**src/rtl/sdram_arb_pkg.sv**
```systemverilog
// rtl/sdram_arb_pkg.sv - shared state, slot type and sizing helper for the sdram arbiter
package sdram_arb_pkg;

    typedef enum logic [1:0] {
        ARB   = 2'd0,
        ISSUE = 2'd1,
        WAIT  = 2'd2,
        ERR   = 2'd3
    } arb_state_t;

    // Slot fields are sized for the largest legal configuration; the top slices what it uses.
    localparam int SLOT_ADDR_MAX  = 32;
    localparam int SLOT_DATA_MAX  = 32;
    localparam int SLOT_BE_MAX    = 4;
    localparam int SLOT_OWNER_MAX = 3;

    typedef struct packed {
        logic                      rd;
        logic [SLOT_BE_MAX-1:0]    wr;
        logic [SLOT_ADDR_MAX-1:0]  addr;
        logic [SLOT_DATA_MAX-1:0]  wdata;
        logic [SLOT_OWNER_MAX-1:0] owner;
    } slot_t;

    function automatic int owner_width(input int num_ports);
        return (num_ports > 1) ? $clog2(num_ports) : 1;
    endfunction

endpackage

```
**src/rtl/rr_pick.sv**
```systemverilog
// rtl/rr_pick.sv - combinational round-robin selector starting after the pointer
module rr_pick
    import sdram_arb_pkg::*;
#(
    parameter int NUM_PORTS = 4,
    parameter int PTR_W     = owner_width(NUM_PORTS)
) (
    input  logic [NUM_PORTS-1:0] i_pending,
    input  logic [PTR_W-1:0]     i_pointer,
    output logic [PTR_W-1:0]     o_grant,
    output logic                 o_any_pending
);

    logic [PTR_W-1:0] w_idx;

    always_comb begin
        o_grant       = '0;
        w_idx         = '0;
        o_any_pending = |i_pending;
        // Scan farthest offset first so the nearest pending port after the pointer wins.
        for (int off = NUM_PORTS; off >= 1; off--) begin
            w_idx = PTR_W'((int'(i_pointer) + off) % NUM_PORTS);
            if (i_pending[w_idx]) begin
                o_grant = w_idx;
            end
        end
    end

endmodule

```
**src/rtl/sdram_arbiter.sv**
```systemverilog
// rtl/sdram_arbiter.sv - round-robin arbiter sharing one sdram_core control port
module sdram_arbiter
    import sdram_arb_pkg::*;
#(
    parameter int NUM_PORTS      = 4,
    parameter int ADDR_WIDTH     = 25,
    parameter int DATA_WIDTH     = 16,
    parameter int WORD_LEN       = DATA_WIDTH / 8,
    parameter int TIMEOUT_CYCLES = 64
) (
    input  logic                            clk,
    input  logic                            rst_n,
    input  logic [NUM_PORTS-1:0]            req_rd,
    input  logic [NUM_PORTS*WORD_LEN-1:0]   req_wr,
    input  logic [NUM_PORTS*ADDR_WIDTH-1:0] req_addr,
    input  logic [NUM_PORTS*DATA_WIDTH-1:0] req_wdata,
    output logic [NUM_PORTS-1:0]            req_rdy,
    output logic [NUM_PORTS-1:0]            rsp_rvalid,
    output logic [NUM_PORTS-1:0]            rsp_wvalid,
    output logic [NUM_PORTS-1:0]            rsp_error,
    output logic [DATA_WIDTH-1:0]           rsp_rdata,
    output logic                            m_rd,
    output logic [WORD_LEN-1:0]             m_wr,
    output logic [ADDR_WIDTH-1:0]           m_addr,
    output logic [DATA_WIDTH-1:0]           m_wdata,
    input  logic                            m_rdy,
    input  logic                            m_rvalid,
    input  logic                            m_wvalid,
    input  logic [DATA_WIDTH-1:0]           m_rdata,
    input  logic                            m_error,
    output logic                            busy,
    output logic                            timeout_sticky
);

    localparam int PTR_W = owner_width(NUM_PORTS);
    localparam int CNT_W = $clog2(TIMEOUT_CYCLES);
    localparam logic [CNT_W-1:0] CNT_LAST = CNT_W'(TIMEOUT_CYCLES - 1);

    arb_state_t       r_state;
    arb_state_t       w_state_next;
    slot_t            r_slot;
    logic [PTR_W-1:0] r_ptr;
    logic [CNT_W-1:0] r_cnt;
    logic             r_timeout_sticky;

    logic [NUM_PORTS-1:0] w_pending;
    logic [PTR_W-1:0]     w_grant;
    logic                 w_any_pending;
    logic                 w_grant_rd;
    logic [WORD_LEN-1:0]  w_grant_wr;
    logic                 w_illegal;
    logic                 w_accept;
    logic                 w_done_ok;
    logic                 w_timeout;
    logic [PTR_W-1:0]     w_owner;
    logic [NUM_PORTS-1:0] w_owner_hot;
    logic                 w_unused;

    always_comb begin
        w_pending = '0;
        for (int i = 0; i < NUM_PORTS; i++) begin
            w_pending[i] = req_rd[i] | (|req_wr[i*WORD_LEN +: WORD_LEN]);
        end
    end

    rr_pick #(
        .NUM_PORTS (NUM_PORTS),
        .PTR_W     (PTR_W)
    ) u_rr_pick (
        .i_pending     (w_pending),
        .i_pointer     (r_ptr),
        .o_grant       (w_grant),
        .o_any_pending (w_any_pending)
    );

    assign w_grant_rd  = req_rd[w_grant];
    assign w_grant_wr  = req_wr[w_grant*WORD_LEN +: WORD_LEN];
    assign w_illegal   = w_grant_rd && (w_grant_wr != '0);
    assign w_accept    = (r_state == ARB) && w_any_pending;
    assign w_done_ok   = (r_state == WAIT) && (m_rvalid || m_wvalid);
    // A completion arriving on the last counted cycle still beats the watchdog.
    assign w_timeout   = (r_state == WAIT) && !(m_rvalid || m_wvalid) && (r_cnt == CNT_LAST);
    assign w_owner     = r_slot.owner[PTR_W-1:0];
    assign w_owner_hot = NUM_PORTS'(1) << w_owner;

    always_comb begin
        w_state_next = r_state;
        case (r_state)
            ARB:     if (w_any_pending) w_state_next = w_illegal ? ERR : ISSUE;
            ISSUE:   if (m_rdy) w_state_next = WAIT;
            WAIT:    if (w_done_ok || w_timeout) w_state_next = ARB;
            ERR:     w_state_next = ARB;
            default: w_state_next = ARB;
        endcase
    end

    always_comb begin
        req_rdy    = '0;
        rsp_rvalid = '0;
        rsp_wvalid = '0;
        rsp_error  = '0;
        rsp_rdata  = '0;
        if (rst_n && w_accept) begin
            req_rdy[w_grant] = 1'b1;
        end
        if (w_done_ok) begin
            if (m_rvalid) begin
                rsp_rvalid = w_owner_hot;
                rsp_rdata  = m_rdata;
            end
            if (m_wvalid) rsp_wvalid = w_owner_hot;
            if (m_error)  rsp_error  = w_owner_hot;
        end
        if (w_timeout || (r_state == ERR)) begin
            rsp_error = w_owner_hot;
        end
    end

    assign m_rd           = (r_state == ISSUE) && r_slot.rd;
    assign m_wr           = (r_state == ISSUE) ? r_slot.wr[WORD_LEN-1:0] : '0;
    assign m_addr         = r_slot.addr[ADDR_WIDTH-1:0];
    assign m_wdata        = r_slot.wdata[DATA_WIDTH-1:0];
    assign busy           = (r_state != ARB);
    assign timeout_sticky = r_timeout_sticky;

    always_ff @(posedge clk or negedge rst_n) begin
        if (!rst_n) begin
            r_state <= ARB;
        end else begin
            r_state <= w_state_next;
        end
    end

    always_ff @(posedge clk or negedge rst_n) begin
        if (!rst_n) begin
            r_slot           <= '0;
            r_ptr            <= PTR_W'(NUM_PORTS - 1);
            r_cnt            <= '0;
            r_timeout_sticky <= 1'b0;
        end else begin
            if (w_accept) begin
                // An rd+wr request is still consumed, but carries no command to the core.
                r_ptr        <= w_grant;
                r_slot.rd    <= w_grant_rd && !w_illegal;
                r_slot.wr    <= w_illegal ? '0 : SLOT_BE_MAX'(w_grant_wr);
                r_slot.addr  <= SLOT_ADDR_MAX'(req_addr[w_grant*ADDR_WIDTH +: ADDR_WIDTH]);
                r_slot.wdata <= SLOT_DATA_MAX'(req_wdata[w_grant*DATA_WIDTH +: DATA_WIDTH]);
                r_slot.owner <= SLOT_OWNER_MAX'(w_grant);
            end
            if ((r_state == ISSUE) && m_rdy) begin
                r_cnt <= '0;
            end else if (r_state == WAIT) begin
                r_cnt <= r_cnt + 1'b1;
            end
            if (w_timeout) begin
                r_timeout_sticky <= 1'b1;
            end
        end
    end

    assign w_unused = ^{r_slot.addr, r_slot.wdata, r_slot.wr, r_slot.owner};

endmodule

```
**config.mk**
```make
export PLATFORM = sky130hd
export DESIGN_NAME = sdram_arbiter
export DESIGN_NICKNAME = d
export VERILOG_FILES = /design/src/rtl/sdram_arb_pkg.sv /design/src/rtl/rr_pick.sv /design/src/rtl/sdram_arbiter.sv
export SDC_FILE = /design/constraint.sdc
export NUM_CORES = 1
export LEC_CHECK = 0
export CAP_MARGIN = 20
export CELL_PAD_IN_SITES_DETAIL_PLACEMENT = 1
export CELL_PAD_IN_SITES_GLOBAL_PLACEMENT = 1
export CORE_UTILIZATION = 28
export DETAILED_ROUTE_END_ITERATION = 8
export PLACE_DENSITY_LB_ADDON = 0.1
export SLEW_MARGIN = 20
export SYNTH_ARGS = -nofsm -noshare
export SYNTH_HDL_FRONTEND = slang
export SYNTH_SLANG_ARGS = --single-unit
```
**constraint.sdc**
```tcl
create_clock -name clk -period 4.1 [get_ports clk]
set_clock_uncertainty 0.15 [all_clocks]
set_input_delay 0.41 -clock clk [delete_from_list [all_inputs] [get_ports clk]]
set_output_delay 0.41 -clock clk [all_outputs]
set_load 0.03 [all_outputs]
```
Word-level counts from Yosys, hierarchy flattened
Index checks and enable logic that the tools add are counted.
Widths: inputs -> output; s select.
{ "classes": {"reduce_logical": 25, "shifts": 4, "mul": 1, "n_eq_ne": 7, "add_sub_neg": 5, "magnitude_cmp": 6, "bitwise": 4, "n_mux": 35} }
{ "op_table": {"columns": ["operator", "n"], "rows": [
  ["$shiftx 100x8->25", 1],
  ["$shiftx 64x7->16", 1],
  ["$mux 16", 2],
  ["$mux 4", 8],
  ["$mux 2", 10],
  ["$lt 2x3->1 const B", 5],
  ["$mux 6", 2],
  ["$bmux 1 s2", 5],
  ["$logic_and 1x1->1", 10],
  ["$pmux 2 s4", 1],
  ["$reduce_or 2->1", 4],
  ["$shiftx 8x4->2", 1],
  ["$mul 2x5->7 const B", 1],
  ["$add 6x1->6 const B", 1],
  ["$eq 6x6->1 const B", 1],
  ["$mux 1", 6],
  ["$reduce_bool 2->1", 3],
  ["$add 2x1->2 const B", 2],
  ["$add 2x2->2 const B", 2],
  ["$eq 2x2->1 const B", 2],
  ["$ne 2x2->1 const B", 2],
  ["$or 1x1->1", 4],
  ["$reduce_or 4->1", 1],
  ["$shl 1x2->4 const A", 1],
  ["8 further kinds", 11]
]} }
{ "totals": {"inputBits": 198, "output_inout_bits": 78, "register_bits": 57, "wordCells": 96} }

Depth between registers and ports, before layout
{ "logic_depth": {"word_depth": 14, "ltp_mapped": 10, "depth_no_buf": 6} }

By module
From an unflattened synthesis, not the netlist that was laid out.
{ "unflattened": {"hier_cells": 321, "hier_area_um2": 3993.8} }
{ "by_module_without_submodules": {"columns": ["mod", "instances", "cells_per_inst", "area_per_inst_um2"], "rows": [
  ["sdram_arbiter", 1, 307, 3902.5],
  ["rr_pick", 1, 14, 91.3]
]} }

Worst setup path after synthesis
No wires, ideal clock.
{ "synth_timing": {"path_kind": "input -> output", "from": "input port req_rd[0]", "to": "output port req_rdy[1]", "arrival_time_ps": 2352, "stages": 6, "n_path_buf": 2, "slack_ps": 1188, "path_cell_list": "or3_4 -> or3b_1 -> o211a_1 -> buf_2 -> buf_2 -> nor3_1"} }
{ "synth_between": {"elab_chain_cells": 12} }
{ "synth_lines": {"columns": ["item", "line_no", "text"], "rows": [
  ["from (decl)", "sdram_arbiter.sv:13", "input logic [NUM_PORTS-1:0] req_rd,"],
  ["$or 1x1->1 *", "sdram_arbiter.sv:62", "w_pending[i] = req_rd[i] | (|req_wr[i*WORD_LEN +: WORD_LEN]);"],
  ["$bmux 1 s2", "rr_pick.sv:23", "if (i_pending[w_idx]) begin"],
  ["$mux 1 (implied by the code)", "rr_pick.sv:23", null],
  ["$mux 2 (4 in series)", "rr_pick.sv:23", null],
  ["$lt 2x3->1 (implied by the code) / $ge 2x1->1 (equally long branches)", "sdram_arbiter.sv:104", "req_rdy[w_grant] = 1'b1;"],
  ["$logic_and 1x1->1 (implied by the code)", "sdram_arbiter.sv:104", null],
  ["$mux 1 (implied by the code)", "sdram_arbiter.sv:104", null],
  ["$demux 1 s2", "sdram_arbiter.sv:104", null],
  ["$mux 4 *", "sdram_arbiter.sv:103", "if (rst_n && w_accept) begin"],
  ["to (decl)", "sdram_arbiter.sv:17", "output logic [NUM_PORTS-1:0] req_rdy,"]
]} }
Every way passes the cells marked *; elsewhere a longest branch is shown, timed or not. The select of a mux whose other input is x is not followed.

Worst setup path after layout
{ "layout_timing": {"from": "input port req_wr[7]", "to": "output port req_rdy[1]"} }
{ "layout_between": {"elab_chain_cells": 13} }
{ "layout_lines": {"columns": ["item", "line_no", "text"], "rows": [
  ["from (decl)", "sdram_arbiter.sv:14", "input logic [NUM_PORTS*WORD_LEN-1:0] req_wr,"],
  ["$reduce_or 2->1 *", "sdram_arbiter.sv:62", null],
  ["$or 1x1->1 *", "sdram_arbiter.sv:62", null],
  ["$bmux 1 s2", "rr_pick.sv:23", null],
  ["$mux 1 (implied by the code)", "rr_pick.sv:23", null],
  ["$mux 2 (4 in series)", "rr_pick.sv:23", null],
  ["$lt 2x3->1 (implied by the code) / $ge 2x1->1 (equally long branches)", "sdram_arbiter.sv:104", null],
  ["$logic_and 1x1->1 (implied by the code)", "sdram_arbiter.sv:104", null],
  ["$mux 1 (implied by the code)", "sdram_arbiter.sv:104", null],
  ["$demux 1 s2", "sdram_arbiter.sv:104", null],
  ["$mux 4 *", "sdram_arbiter.sv:103", null]
]} }
Marks and branches as above.

==> out/qor.yml <==
outcome: "completed"
drt-total-wl_microns: 15200
cts_buffers: 9
grt_pass1_wl_microns: 23900
syn_inst: 473
clock_sinks: 57
crit_path_end: "req_rdy[1]"
rr_worst_depth: 7
cp.depth: 6
maxSlewHeadroom: 0.493
crit_start: "req_wr[7]"
portBuffers: 275
syn_area_per_cell_sq_um: 9.32
ys_top_cells_by_count: "mux2i_1 (83), nand2_1 (59), dfrtp_1 (55)"
die_h_microns: 128
clockRootBuffer: "clkbuf_16"
synth_edf_count: 0
power_density_nw_per_um2: 728
setup_viol: 0
power_switching_uw: 2300
synth_top_cell_by_area: "dfrtp_1"
r2r_end: "m_addr[2]"
syn_nets: 672
gp_congestion: 0.786
cts_tree: "built"
switching_share: 0.431
vdd_drop_max_mv: 0.332
die_w_microns: 128
worstPathRequired_ns: 3.54
rows: 45
worst_path_max_delay_cell: "clkdlybuf4s50_1"
h-tree-depth: 3
ys_types: 47
crit_fanout: 35
clk_pin_slew_ns: 0.05
period_share: 0.858
yosysMostFrequentCell: "mux2i_1"
yosys-top-cells-area: "dfrtp_1 (31%), mux2i_1 (19%), mux2_2 (10%), buf_4 (7.5%), nand2_1 (5.0%)"
worstSetupPathType: "in -> out"
stdcell_count: 910
path_cells: "clkdlybuf4s50_1, nor3_2, nand3_1, and3_4, nor3_1, clkdlybuf4s50_1"
crit_path_max_incr_delay_ns: 0.71
wire_per_inst_microns: 16.7
pwr-share-seq: 0.189
yosys.area.top_type_share: 0.312
ys_warn_count: 0
num_vias: 4290
post-cts-setup-buffer-count: 0
fin_crit_ns: 3.52
seq_area_frac_synth: 0.324
viasPerCell: 4.71
combPwrFrac: 0.647
finalSetupTns_ns: 0
placed_area_sq_um: 6980
remaining_drc_errors: 0
start_util: 0.288
cts-resized-gates: 0
placed_cells: 894
hp-class: "in -> async"
critPathArrivalTime_ns: 2.96
grt_max_degree: 58
io_pins: 276
ys_seq_elements: 57
grt_pass1_vias: 4564
first_iter_violations: 101
clockBufferDepth: 2
drt-pass1-iter-count: 4
cp_top_family: "simple AND/OR/NAND/NOR gates"
rsz0062_at_grt: "false"
dpl.hpwl_microns: 12000
async_reset_ff_frac: 1.00
antenna_found_initial: 0
ctsHoldBuffers: 0
reg2reg_slack_ns: 1.18
fmax_mhz: 284
finalNetCount: 893
area_growth_pct: 66.1
antenna_left: 0
start_kind: "primary input"
final_area_sq_um: 7330
leakage_uw: 0.00316
core_area_sq_um: 15300
synth_top_flop_cell: "dfrtp_1"
path_buf_inv: 2
p_clk_frac: 0.164
final-hold-violation-count: 0
synth_area_sq_um: 4410
max-cap-violations: 0
r2r-start: "r_ptr[1]"
dieArea_sq_um: 16300
worstMarginPinSlew_ns: 0.761
drive_gt1_frac: 0.110
clock_latency_ns: 0.32
cp-end-kind: "primary output"
overflow: 0
antenna_cells: 0
power.internal_uw: 3030
maxSlewViolCount: 0
grt_use_total: 0.189
crit_top_cell: "clkdlybuf4s50_1"
-- worst min path at each step --
stage | startpoint | end
2_1_floorplan | rst_n | m_addr[0]
3_3_place_gp | timeout_sticky | timeout_sticky
3_5_place_dp | timeout_sticky | timeout_sticky
4_1_cts | rst_n | m_wdata[7]
5_1_grt | rst_n | m_wdata[9]
6_report | rst_n | m_addr[24]
-- final cells by class --
| cell class | count | area (sq um) |
|---|---|---|
| clock buffer | 10 | 239 |
| timing repair buffer | 281 | 2810 |
| tap | 211 | 264 |
| sequential | 57 | 1430 |
| multi-input combinational | 342 | 2470 |
| clock inverter | 6 | 105 |
| fill | 1732 | 7990 |
| inverter | 3 | 11.3 |
-- state kept, by name, summed over array words and instances, names as in the netlist --
signal and flops:
m_addr 25, m_wdata 16, r_cnt 6, r_slot 5, r_ptr 2, r_state 2, timeout_sticky 1
-- cell usage in the layout, fill, tap and decap left out, types with 2 or more instances in the layout --
| cell | count |
|---|---|
| bufinv_16 | 3 |
| and2_1 | 4 |
| nor2_1 | 20 |
| nor2b_1 | 2 |
| a21oi_1 | 6 |
| mux2_2 | 41 |
| a221o_1 | 2 |
| clkinv_2 | 3 |
| o21ai_0 | 8 |
| inv_1 | 3 |
| a31oi_1 | 2 |
| o21ai_1 | 44 |
| dfrtp_1 | 55 |
| or3_4 | 2 |
| nand4_1 | 3 |
| clkdlybuf4s50_1 | 274 |
| nand2_1 | 59 |
| dfstp_2 | 2 |
| and3_1 | 19 |
| o31ai_2 | 2 |
| mux2i_1 | 83 |
| clkbuf_16 | 9 |
| buf_4 | 5 |
| nand2b_1 | 3 |
| nand3_1 | 8 |
| or3_1 | 3 |
| nor3_1 | 9 |
-- cell families (layout without fill, tap and decap cells) --
family / count (synthesis) / count (layout) / share of synthesized area
and+or+nand+nor: 136 / 136 / 0.147
muxes: 124 / 124 / 0.293
AOI/OAI and AO/OA: 81 / 81 / 0.115
buffers and inverters: 74 / 300 / 0.118
DFF: 57 / 57 / 0.324
adders and majority gates: 1 / 1 / 0.00284
-- per-stage QoR --
stage / hold WS (ns) / total power (uW) / utilization / worst slack, ns
finish: 0.128 / 5330 / 0.478 / 0.583
global route: 0.210 / 5720 / 0.478 / 0.402
CTS: 0.166 / 5420 / 0.478 / 0.557
detailed placement: 0.321 / 4520 / 0.456 / 0.543
global placement: 0.311 / 4450 / 0.456 / 0.611
floorplan: -0.0356 / 3750 / - / 1.19
-- per-layer routing --
metal  global-route usage  up-vias  share of wire
met1                0.205     2014           0.39
met2                0.350      169           0.52
met5                    0        -              0
met4               0.0714        0          0.021
met3               0.0477       21          0.070
li1                     -     2086              -
-- worst register-to-register path: stages, from the launching register on --
cell and delay [ns]:
dfstp_2 0.62, o31ai_1 0.15, a32oi_2 0.31, and3_4 0.62
buf_12 0.40, mux2i_1 0.19, mux2_2 0.28, o21ai_1 0.12
-- power groups by stage --
| stage | Clock (uW) | Combinational, uW | Sequential [uW] |
|---|---|---|---|
| floorplan | 0 | 2800 | 958 |
| global placement | 0 | 3440 | 1000 |
| detailed placement | 0 | 3500 | 1020 |
| CTS | 899 | 3510 | 1010 |
| global route | 928 | 3740 | 1050 |
| finish | 874 | 3450 | 1010 |
Note: power is estimated with default switching activity, not from simulation.
